[config.mk]
export PLATFORM = sky130hd
export DESIGN_NAME = ara_tohost_ctrl
export DESIGN_NICKNAME = d
export VERILOG_FILES = /design/src/rtl/ara_tohost_ctrl.sv
export SDC_FILE = /design/constraint.sdc
export NUM_CORES = 1
export LEC_CHECK = 0
export CAP_MARGIN = 20
export CORE_MARGIN = 2
export CORE_UTILIZATION = 40
export DETAILED_ROUTE_END_ITERATION = 10
export PLACE_DENSITY = 0.73
export SYNTH_ARGS = -nofsm -noshare
export SYNTH_HDL_FRONTEND = slang
export SYNTH_SLANG_ARGS = --single-unit
[constraint.sdc]
create_clock -name clk_i -period 10.2 [get_ports clk_i]
set_clock_uncertainty 0.1 [all_clocks]
set_input_delay 2.04 -clock clk_i [delete_from_list [all_inputs] [get_ports clk_i]]
set_output_delay 2.04 -clock clk_i [all_outputs]
set_load 0.01 [all_outputs]
[src/rtl/ara_tohost_ctrl.sv]
// HTIF-style tohost/fromhost mailbox on AXI4-Lite, producing the harness exit word
// {code, done} with an optional watchdog that forces a failing exit on hang.
module ara_tohost_ctrl #(
  parameter int unsigned AddrWidth     = 64,
  parameter logic [63:0] BaseAddr      = 64'h8000_1000,
  parameter int unsigned TimeoutCycles = 0,
  parameter logic [63:0] TimeoutCode   = 64'hFFFF
) (
  input  logic                 clk_i,
  input  logic                 rst_ni,
  input  logic [AddrWidth-1:0] aw_addr_i,
  input  logic                 aw_valid_i,
  output logic                 aw_ready_o,
  input  logic [63:0]          w_data_i,
  input  logic [7:0]           w_strb_i,
  input  logic                 w_valid_i,
  output logic                 w_ready_o,
  output logic [1:0]           b_resp_o,
  output logic                 b_valid_o,
  input  logic                 b_ready_i,
  input  logic [AddrWidth-1:0] ar_addr_i,
  input  logic                 ar_valid_i,
  output logic                 ar_ready_o,
  output logic [63:0]          r_data_o,
  output logic [1:0]           r_resp_o,
  output logic                 r_valid_o,
  input  logic                 r_ready_i,
  output logic [63:0]          exit_o
);

  localparam logic [AddrWidth-1:0] Base       = AddrWidth'(BaseAddr);
  localparam logic [31:0]          TimeoutLim = TimeoutCycles;
  localparam logic [1:0]           RespOkay   = 2'b00;
  localparam logic [1:0]           RespSlvErr = 2'b10;

  typedef enum logic [1:0] {SelToHost, SelFromHost, SelNone} sel_e;

  // Word index relative to the base; the byte offset within a word is ignored.
  function automatic sel_e decode(input logic [AddrWidth-1:0] addr);
    logic [AddrWidth-1:0] word;
    word = (addr - Base) >> 3;
    if (word == '0) return SelToHost;
    else if (word == AddrWidth'(1)) return SelFromHost;
    else return SelNone;
  endfunction

  logic                 awFull_q, awFull_d;
  logic [AddrWidth-1:0] awAddr_q, awAddr_d;
  logic                 wFull_q, wFull_d;
  logic [63:0]          wData_q, wData_d;
  logic [7:0]           wStrb_q, wStrb_d;
  logic                 bValid_q, bValid_d;
  logic [1:0]           bResp_q, bResp_d;
  logic                 rValid_q, rValid_d;
  logic [63:0]          rData_q, rData_d;
  logic [1:0]           rResp_q, rResp_d;
  logic                 awReady_q, awReady_d;
  logic                 wReady_q, wReady_d;
  logic                 arReady_q, arReady_d;
  logic [63:0]          toHost_q, toHost_d;
  logic [63:0]          fromHost_q, fromHost_d;
  logic [63:0]          exit_q, exit_d;
  logic [31:0]          wdCnt_q, wdCnt_d;

  logic        update;
  logic        done;
  sel_e        wrSel;
  sel_e        rdSel;
  logic [63:0] oldVal;
  logic [63:0] merged;

  always_comb begin
    awFull_d   = awFull_q;
    awAddr_d   = awAddr_q;
    wFull_d    = wFull_q;
    wData_d    = wData_q;
    wStrb_d    = wStrb_q;
    bValid_d   = bValid_q;
    bResp_d    = bResp_q;
    rValid_d   = rValid_q;
    rData_d    = rData_q;
    rResp_d    = rResp_q;
    toHost_d   = toHost_q;
    fromHost_d = fromHost_q;
    exit_d     = exit_q;
    wdCnt_d    = wdCnt_q;
    done       = exit_q[0];
    update     = awFull_q && wFull_q;
    wrSel      = decode(awAddr_q);
    rdSel      = decode(ar_addr_i);
    oldVal     = (wrSel == SelToHost) ? toHost_q : fromHost_q;
    merged     = oldVal;
    for (int i = 0; i < 8; i++) begin
      if (wStrb_q[i]) merged[8*i +: 8] = wData_q[8*i +: 8];
    end

    if (bValid_q && b_ready_i) bValid_d = 1'b0;
    if (aw_valid_i && awReady_q) begin
      awFull_d = 1'b1;
      awAddr_d = aw_addr_i;
    end
    if (w_valid_i && wReady_q) begin
      wFull_d = 1'b1;
      wData_d = w_data_i;
      wStrb_d = w_strb_i;
    end

    if (TimeoutCycles != 0 && !done) begin
      if (wdCnt_q != TimeoutLim) wdCnt_d = wdCnt_q + 32'd1;
      if (wdCnt_d == TimeoutLim) exit_d = {TimeoutCode[62:0], 1'b1};
    end

    // The program exit is applied after the watchdog so it wins a same-cycle tie.
    if (update) begin
      awFull_d = 1'b0;
      wFull_d  = 1'b0;
      bValid_d = 1'b1;
      bResp_d  = (wrSel == SelNone) ? RespSlvErr : RespOkay;
      if (wrSel == SelToHost) begin
        toHost_d = merged;
        if (merged[0] && !done) exit_d = merged;
      end else if (wrSel == SelFromHost) begin
        fromHost_d = merged;
      end
    end

    if (rValid_q && r_ready_i) rValid_d = 1'b0;
    if (ar_valid_i && arReady_q) begin
      rValid_d = 1'b1;
      case (rdSel)
        SelToHost:   begin rData_d = toHost_q;   rResp_d = RespOkay;   end
        SelFromHost: begin rData_d = fromHost_q; rResp_d = RespOkay;   end
        default:     begin rData_d = 64'd0;      rResp_d = RespSlvErr; end
      endcase
    end

    awReady_d = !awFull_d && !bValid_d;
    wReady_d  = !wFull_d && !bValid_d;
    arReady_d = !rValid_d;
  end

  always_ff @(posedge clk_i or negedge rst_ni) begin
    if (!rst_ni) begin
      awFull_q   <= 1'b0;
      awAddr_q   <= '0;
      wFull_q    <= 1'b0;
      wData_q    <= 64'd0;
      wStrb_q    <= 8'd0;
      bValid_q   <= 1'b0;
      bResp_q    <= 2'b00;
      rValid_q   <= 1'b0;
      rData_q    <= 64'd0;
      rResp_q    <= 2'b00;
      awReady_q  <= 1'b0;
      wReady_q   <= 1'b0;
      arReady_q  <= 1'b0;
      toHost_q   <= 64'd0;
      fromHost_q <= 64'd0;
      exit_q     <= 64'd0;
      wdCnt_q    <= 32'd0;
    end else begin
      awFull_q   <= awFull_d;
      awAddr_q   <= awAddr_d;
      wFull_q    <= wFull_d;
      wData_q    <= wData_d;
      wStrb_q    <= wStrb_d;
      bValid_q   <= bValid_d;
      bResp_q    <= bResp_d;
      rValid_q   <= rValid_d;
      rData_q    <= rData_d;
      rResp_q    <= rResp_d;
      awReady_q  <= awReady_d;
      wReady_q   <= wReady_d;
      arReady_q  <= arReady_d;
      toHost_q   <= toHost_d;
      fromHost_q <= fromHost_d;
      exit_q     <= exit_d;
      wdCnt_q    <= wdCnt_d;
    end
  end

  assign aw_ready_o = awReady_q;
  assign w_ready_o  = wReady_q;
  assign b_valid_o  = bValid_q;
  assign b_resp_o   = bResp_q;
  assign ar_ready_o = arReady_q;
  assign r_valid_o  = rValid_q;
  assign r_data_o   = rData_q;
  assign r_resp_o   = rResp_q;
  assign exit_o     = exit_q;

endmodule

==> results by group, run 1 <==
Status
  • Status: completed

Power
  • P_int: 3.38 mW
  • P_leak: 10.4 nW
  • Worst vdd ir: 0.145 mV
  • Seq pwr share: 47.0%
  • Clock power share: 32.7%
  • Sw frac: 30.2%
  • Switching power: 1.46 mW
  • Pwr per Cell Area: 208 mW/mm^2
  • Comb power frac: 20.3%

Routing
  • Routed len/inst: 20.9 um
  • Number of remaining DRC errors: 0
  • Avg Vias per Cell: 5.31
  • DR pass1 iterations: 4
  • ANT nets after route: 0
  • Final WL: 48400 um
  • Initial DRC Count: 517
  • Via count: 12.3k

Critical path
  • Critical Path End Type: flip-flop
  • Start of the worst register-to-register path: awAddr_q[32]$_DFFE_PN0P_
  • Setup crit start: ar_addr_i[28]
  • Worst endpoint required time: 10.57 ns
  • Critical Path AT: 6.04 ns
  • Crit path max fanout: 41
  • Crit path kind: input pin to flip-flop
  • Crit path launch type: input pin

Clock tree
  • CTS resizes: 0
  • CTS tree: done
  • Clock sinks: 398
  • Max clock buf depth: 3
  • Clock Latency Late Sink: 0.56 ns
  • Post-CTS Hold Buffers: 0
  • CTS clk-pin slew, worst paths: 0.06 ns
  • CTS root buffer: clkbuf_16
  • CTS Buf Count: 44
  • H-tree depth: 2
  • Setup Buffers After CTS: 0

Final layout
  • FF/Latch Area: 0.00996 sq mm
  • Share of layout cells above drive strength 1: 22.3%
  • Synthesis-to-finish area growth: 29.9%
  • Fill cells: 3801
  • Most frequent cells in the layout: dfrtp_1 (398), clkdlybuf4s50_1 (333), mux2_2 (266)
  • Commonest non-fill, non-tap cell in the layout: dfrtp_1
  • Fin area: 0.0233 sq mm
  • # nets final: 1900
  • Multi-input gate area: 0.00765 sq mm

STA
  • Min cycle time layout: 5.67 ns
  • Fin. Hold Viols: 0
  • Max-slew headroom: 27.1%
  • Period utilization: 55.6%
  • Setup ws final: 4.53 ns
  • Final setup vio count: 0
  • Setup TNS: 0 ns
  • Worst Max-Slew Pin Slew: 1.09 ns
  • Max Slew Vio Count: 0
  • RSZ-0062 raised after global routing: no
  • Fmax: 0.176 GHz

Logic synthesis
  • Post-synth EDFFs: 0
  • Seq/Total Area, Yosys: 55.4%
  • Post-synth top area cell: dfrtp_1
  • Yosys top cell area share: 55.4%
  • Yosys reg bits: 398
  • Prevailing post-synth register cell: dfrtp_1
  • Post-Syn Area: 0.0180 sq mm
  • Yosys cell types: 64
  • Asr flop ratio synth: 100%
  • YS warnings: 0
  • Top cells by area, synth: dfrtp_1 (55%), mux2_2 (17%), mux2_1 (6.5%), mux2i_1 (4.0%), o21ai_0 (2.2%)
  • Gate Count Post-Synth: 1373
  • Syn Area/Cell: 13.1 sq um

Worst hold path
  • Hold Path Class: flip-flop to flip-flop
  • HP Start: r_data_o[27]$_DFFE_PN0P_

Die
  • Starting Density: 40.5%
  • Die area: 0.0466 sq mm
  • I/O pin count: 344
  • Core area: 0.0443 sq mm
  • Std cell rows: 77
  • Die W: 216 um
  • Die height: 216 um

GRT
  • Vias in the first global route: 13.0k
  • First-pass GRT wire length: 75100 um
  • GR Layer Usage met2: 35.5%
  • Initial antenna violation count: 1
  • GRT Total Usage: 20.6%
  • Most Crowded Layer GR: met2
  • Largest net degree at the start of global routing: 156
  • GRT met1 Usage: 26.6%
  • Grt ovf: 0
  • Met3 Track Usage GR: 4.67%

Run
  • Max Cap Viol: 0

Place
  • Gp weighted congestion: 0.897
  • Post-DP HPWL: 33200 um
  • DP Area: 0.0218 sq mm
  • Place WS: 3.90 ns
  • Number of port buffers: 335
==> flip-flops by register name, indices dropped and copies added, names as in the netlist, 8 cells and up <==
name and flops:
awAddr_q 61, exit_o 64, fromHost_q 64, r_data_o 64, toHost_q 64, wData_q 64, wStrb_q 8
==> metal layers <==
| metal | part of all wire (%) | vias to the layer above |
|---|---|---|
| li1 | - | 5653 |
| met1 | 43 | 6218 |
| met2 | 49 | 370 |
| met3 | 6.2 | 63 |
| met4 | 1.6 | 0 |
| met5 | 0 | - |
==> cell families (layout without fill, tap and decap cells) <==
family                   Yosys count  after routing  synth area share, %
AO/OA/AOI/OAI                    137            137                 4.64
AND/OR/NAND/NOR                  283            283                 8.94
flip-flops                       398            398                 55.4
multiplexers                     451            451                 28.0
adder cells (fa/ha/maj)            2              2                0.139
XOR/XNOR                          13             13                0.634
other                              1              3               0.0209
buffers and inverters             88            438                 2.21
==> through the flow <==
step | hold slack (ns) | total power, mW | instances | util [%]
after global routing | 0.402 | 5.10 | 2316 | 52.6
final | 0.377 | 4.85 | 2317 | 52.7
after CTS | 0.383 | 4.90 | 2315 | 52.6
after detailed placement | 0.371 | 3.29 | 2236 | 49.3
after floorplan | 0.364 | 2.88 | 1374 | -
after global placement | 0.365 | 3.25 | 2236 | 49.3
==> cells in the mapped netlist, types with 5 or more instances <==
master	n
nand3_4	6
xor2_1	8
nand4_1	14
and3_1	11
inv_1	13
a21oi_1	10
mux2_4	10
nand3_1	14
a211oi_1	5
mux2_2	266
clkbuf_1	55
mux2_1	104
nor3_1	23
nor3b_1	6
buf_4	9
or4_1	17
buf_2	8
nor4_1	26
mux2i_1	71
nand2_1	89
nor2_1	31
or3_1	12
o21ai_0	79
dfrtp_1	398
nand2b_1	6
xnor2_1	5
==> cell type report <==
type                    instances  share of cell area, %
inverters                      13                  0.209
multi-input cells             888                   32.8
clock inverters                22                  0.928
flip-flops and latches        398                   42.7
well taps                     592                   3.17
repair buffers                346                   14.9
diodes                          1                 0.0107
clock buffers                  57                   5.32
==> power groups by stage <==
stage	clock network (mW)	logic, mW	registers, mW
after CTS	1.63	0.999	2.27
after detailed placement	0	0.991	2.30
after global routing	1.70	1.08	2.33
after floorplan	0	0.802	2.08
after global placement	0	0.971	2.28
final	1.58	0.985	2.28
==> worst max-delay path, stage by stage <==
cell and delay (ns):
clkdlybuf4s50_1 0.44, or3_1 0.42, or4_1 0.48, o21ai_0 0.48, xor2_1 0.13, a2111oi_0 0.52, nand3_1 0.16, a2111o_2 0.70
buf_4 0.40, o21ai_0 0.24
==> final timing paths <==
path / endpoint / slack, ns / cells past startpoint
max: r_data_o[40]$_DFFE_PN0P_ / 4.53 / 10
min: r_data_o[27]$_DFFE_PN0P_ / 0.38 / 2
max reg2reg: exit_o[60]$_DFFE_PN0P_ / 5.48 / 11
min reg2reg: r_data_o[27]$_DFFE_PN0P_ / 0.38 / 2
max in group asynchronous: wData_q[54]$_DFFE_PN0P_ / 6.37 / 3
min in group asynchronous: wData_q[29]$_DFFE_PN0P_ / 1.47 / 1
Power figures use the tool's default switching activity.
==> inputs of run 2 (changes only) <==
==> constraint.sdc (replaced) <==
create_clock -name clk_i -period 5.7 [get_ports clk_i]
set_clock_uncertainty 0.1 [all_clocks]
set_input_delay 1.14 -clock clk_i [delete_from_list [all_inputs] [get_ports clk_i]]
set_output_delay 1.14 -clock clk_i [all_outputs]
set_load 0.01 [all_outputs]
==> results by group, run 2 (same netlist as run 1, synthesis figures left out) <==
Critical path
  • Worst endpoint required time: 6.05 ns (was 10.57 ns)
  • Critical Path End Type: flip-flop (unchanged)
  • Crit path max fanout: 11 (was 41)
  • Start of the worst register-to-register path: awAddr_q[34]$_DFFE_PN0P_ (was awAddr_q[32]$_DFFE_PN0P_)
  • Critical Path AT: 5.20 ns (was 6.04 ns)
  • Crit path kind: flip-flop to flip-flop (was input pin to flip-flop)
  • Cell mode on critical path: nor4_1 (was o21ai_0)
  • Reg2Reg Depth: 10 (was 11)
  • Worst path slowest cell: or4_1 (was a2111o_2)
  • Buf+Inv Stages, Crit Path: 1 (was 2)
  • Crit path cell chain: nor4_1, nand4_1, or4_1, o21a_1, nor4_1, o2111ai_1, nor4_4, buf_4, and3_1, mux2_1 (was clkdlybuf4s50_1, or3_1, or4_1, o21ai_0, xor2_1, a2111oi_0, nand3_1, a2111o_2, buf_4, o21ai_0)
  • Reg2reg setup slack: 0.85 ns (was 5.48 ns)
  • CP peak stage delay: 0.59 ns (was 0.70 ns)
  • Top Family by Delay on Critical Path: simple AND/OR/NAND/NOR gates (was compound AO/OA/AOI/OAI gates)
  • R2r endpoint: toHost_q[26]$_DFFE_PN0P_ (was exit_o[60]$_DFFE_PN0P_)
  • Crit path launch type: flip-flop (was input pin)

STA
  • Fmax: 0.206 GHz
  • Min cycle time layout: 4.85 ns
  • Setup TNS: 0 ns (unchanged)
  • Setup ws final: 0.855 ns (was 4.53 ns)
  • Max-slew headroom: 32.2% (was 27.1%)
  • Fin. Hold Viols: 0 (unchanged)
  • Period utilization: 85.0%
  • Max Slew Vio Count: 0 (unchanged)
  • Worst Max-Slew Pin Slew: 1.02 ns (was 1.09 ns)
  • RSZ-0062 raised after global routing: no (unchanged)
  • Final setup vio count: 0 (unchanged)

Power
  • Pwr per Cell Area: 374 mW/mm^2 (was 208 mW/mm^2)
  • Power Total: 8.75 mW (was 4.85 mW)
  • Worst vdd ir: 0.288 mV (was 0.145 mV)
  • P_leak: 10.5 nW (was 10.4 nW)

Clock tree
  • H-tree depth: 2 (unchanged)
  • CTS root buffer: clkbuf_16 (unchanged)
  • CTS resizes: 0 (unchanged)
  • Max clock buf depth: 3 (unchanged)
  • CTS Buf Count: 43 (was 44)
  • Clock sinks: 398 (unchanged)
  • Post-CTS Hold Buffers: 0 (unchanged)
  • Clock Latency Late Sink: 0.58 ns (was 0.56 ns)
  • CTS clk-pin slew, worst paths: 0.06 ns (about the same)
  • CTS tree: done (unchanged)
  • Setup Buffers After CTS: 0 (unchanged)

Final layout
  • # nets final: 1903 (was 1900)
  • Non-Filler Instances: 2320 (was 2317)
  • Fill cells: 3835 (was 3801)
  • Commonest non-fill, non-tap cell in the layout: dfrtp_1 (unchanged)
  • Share of layout cells above drive strength 1: 22.2% (was 22.3%)
  • Synthesis-to-finish area growth: 30.2% (was 29.9%)
  • Most frequent cells in the layout: dfrtp_1 (398), clkdlybuf4s50_1 (333), mux2_2 (266) (unchanged)

Routing
  • Initial DRC Count: 641 (was 517)
  • Met3 wire length: 2870 um (was 3010 um)
  • Via count: 12.3k (about the same)
  • WL met1: 20800 um (about the same)
  • Avg Vias per Cell: 5.32 (was 5.31)
  • Routed len/inst: 21.1 um (was 20.9 um)
  • Top sig layer: met5 (was met4)
  • DR pass1 iterations: 5 (was 4)
  • Routed wire length on met2: 23900 um (was 23800 um)
  • Number of remaining DRC errors: 0 (unchanged)
  • Final WL: 48800 um (was 48400 um)
  • ANT nets after route: 0 (unchanged)

GRT
  • Grt ovf: 0 (unchanged)
  • GRT Total Usage: 21.0% (was 20.6%)
  • Largest net degree at the start of global routing: 124 (was 156)
  • Initial antenna violation count: 3 (was 1)
  • Vias in the first global route: 13.1k (was 13.0k)
  • First-pass GRT wire length: 75800 um (was 75100 um)

Die
  • Die area: 0.0466 sq mm (unchanged)
  • Std cell rows: 77 (unchanged)
  • Core area: 0.0443 sq mm (unchanged)
  • Starting Density: 40.5% (unchanged)
  • I/O pin count: 344 (unchanged)
  • Die height: 216 um (unchanged)
  • Die W: 216 um (unchanged)

Place
  • Number of port buffers: 335 (unchanged)
  • Gp weighted congestion: 0.905 (was 0.897)
  • Inst Count DP: 2241 (was 2236)
  • Place WS: 0.668 ns (was 3.90 ns)
  • Post-DP HPWL: 34100 um (was 33200 um)

Worst hold path
  • Hold path depth: 2 (unchanged)
  • Hold Path Class: flip-flop to flip-flop (unchanged)
  • Hold endpoint: r_data_o[38]$_DFFE_PN0P_ (was r_data_o[27]$_DFFE_PN0P_)
  • HP Start: r_data_o[38]$_DFFE_PN0P_ (was r_data_o[27]$_DFFE_PN0P_)

Status
  • Status: completed (unchanged)

Run
  • Max Cap Viol: 0 (unchanged)
run 2: power by group:
part	internal, mW	switching [mW]
registers	3.33	0.747
logic	1.05	0.730
clock network	1.73	1.16
total	6.11	2.64
run 2: per-stage QoR:
| stage | instance area (sq um) | hold slack (ns) | utilization (%) |
|---|---|---|---|
| global route | 23400 | 0.401 | 52.8 |
| CTS | 23400 | 0.383 | 52.8 |
| floorplan | 18000 | 0.364 | - |
| finish | 23400 | 0.376 | 52.8 |
| global placement | 21900 | 0.363 | 49.4 |
| detailed placement | 21900 | 0.369 | 49.4 |
run 2: worst max path at each step:
| stage | from | endpoint | slack [ns] | cells past startpoint |
|---|---|---|---|---|
| 2_1_floorplan | ar_addr_i[27] | r_data_o[54]$_DFFE_PN0P_ | 1.76 | 10 |
| 3_3_place_gp | ar_addr_i[28] | r_data_o[32]$_DFFE_PN0P_ | 0.73 | 10 |
| 3_5_place_dp | ar_addr_i[28] | r_data_o[28]$_DFFE_PN0P_ | 0.67 | 10 |
| 4_1_cts | awAddr_q[34]$_DFFE_PN0P_ | toHost_q[26]$_DFFE_PN0P_ | 0.91 | 10 |
| 5_1_grt | awAddr_q[34]$_DFFE_PN0P_ | toHost_q[26]$_DFFE_PN0P_ | 0.59 | 10 |
| 6_report | awAddr_q[34]$_DFFE_PN0P_ | toHost_q[26]$_DFFE_PN0P_ | 0.85 | 10 |
run 2: per-layer routing:
metal | GRT usage, % | vias to the layer above
met4 | 7.37 | 2
met2 | 35.7 | 360
met1 | 26.6 | 6264
met3 | 4.36 | 78
li1 | - | 5636
met5 | 0 | -
run 2: worst min-delay path, stage by stage, from the launching register on:
cell     delay (ns)
dfrtp_1        0.34
nand2_1        0.04
o21ai_0        0.06
run 2: final cells by class:
class,instances,area [sq um],area share (%)
clock inverter,19,264,1.13
timing repair buffer,350,3510,15.0
sequential,398,9960,42.6
clock buffer,58,1210,5.18
antenna,2,5.00,0.0214
tap,592,741,3.17
multi-input combinational,888,7650,32.7
inverter,13,48.8,0.209
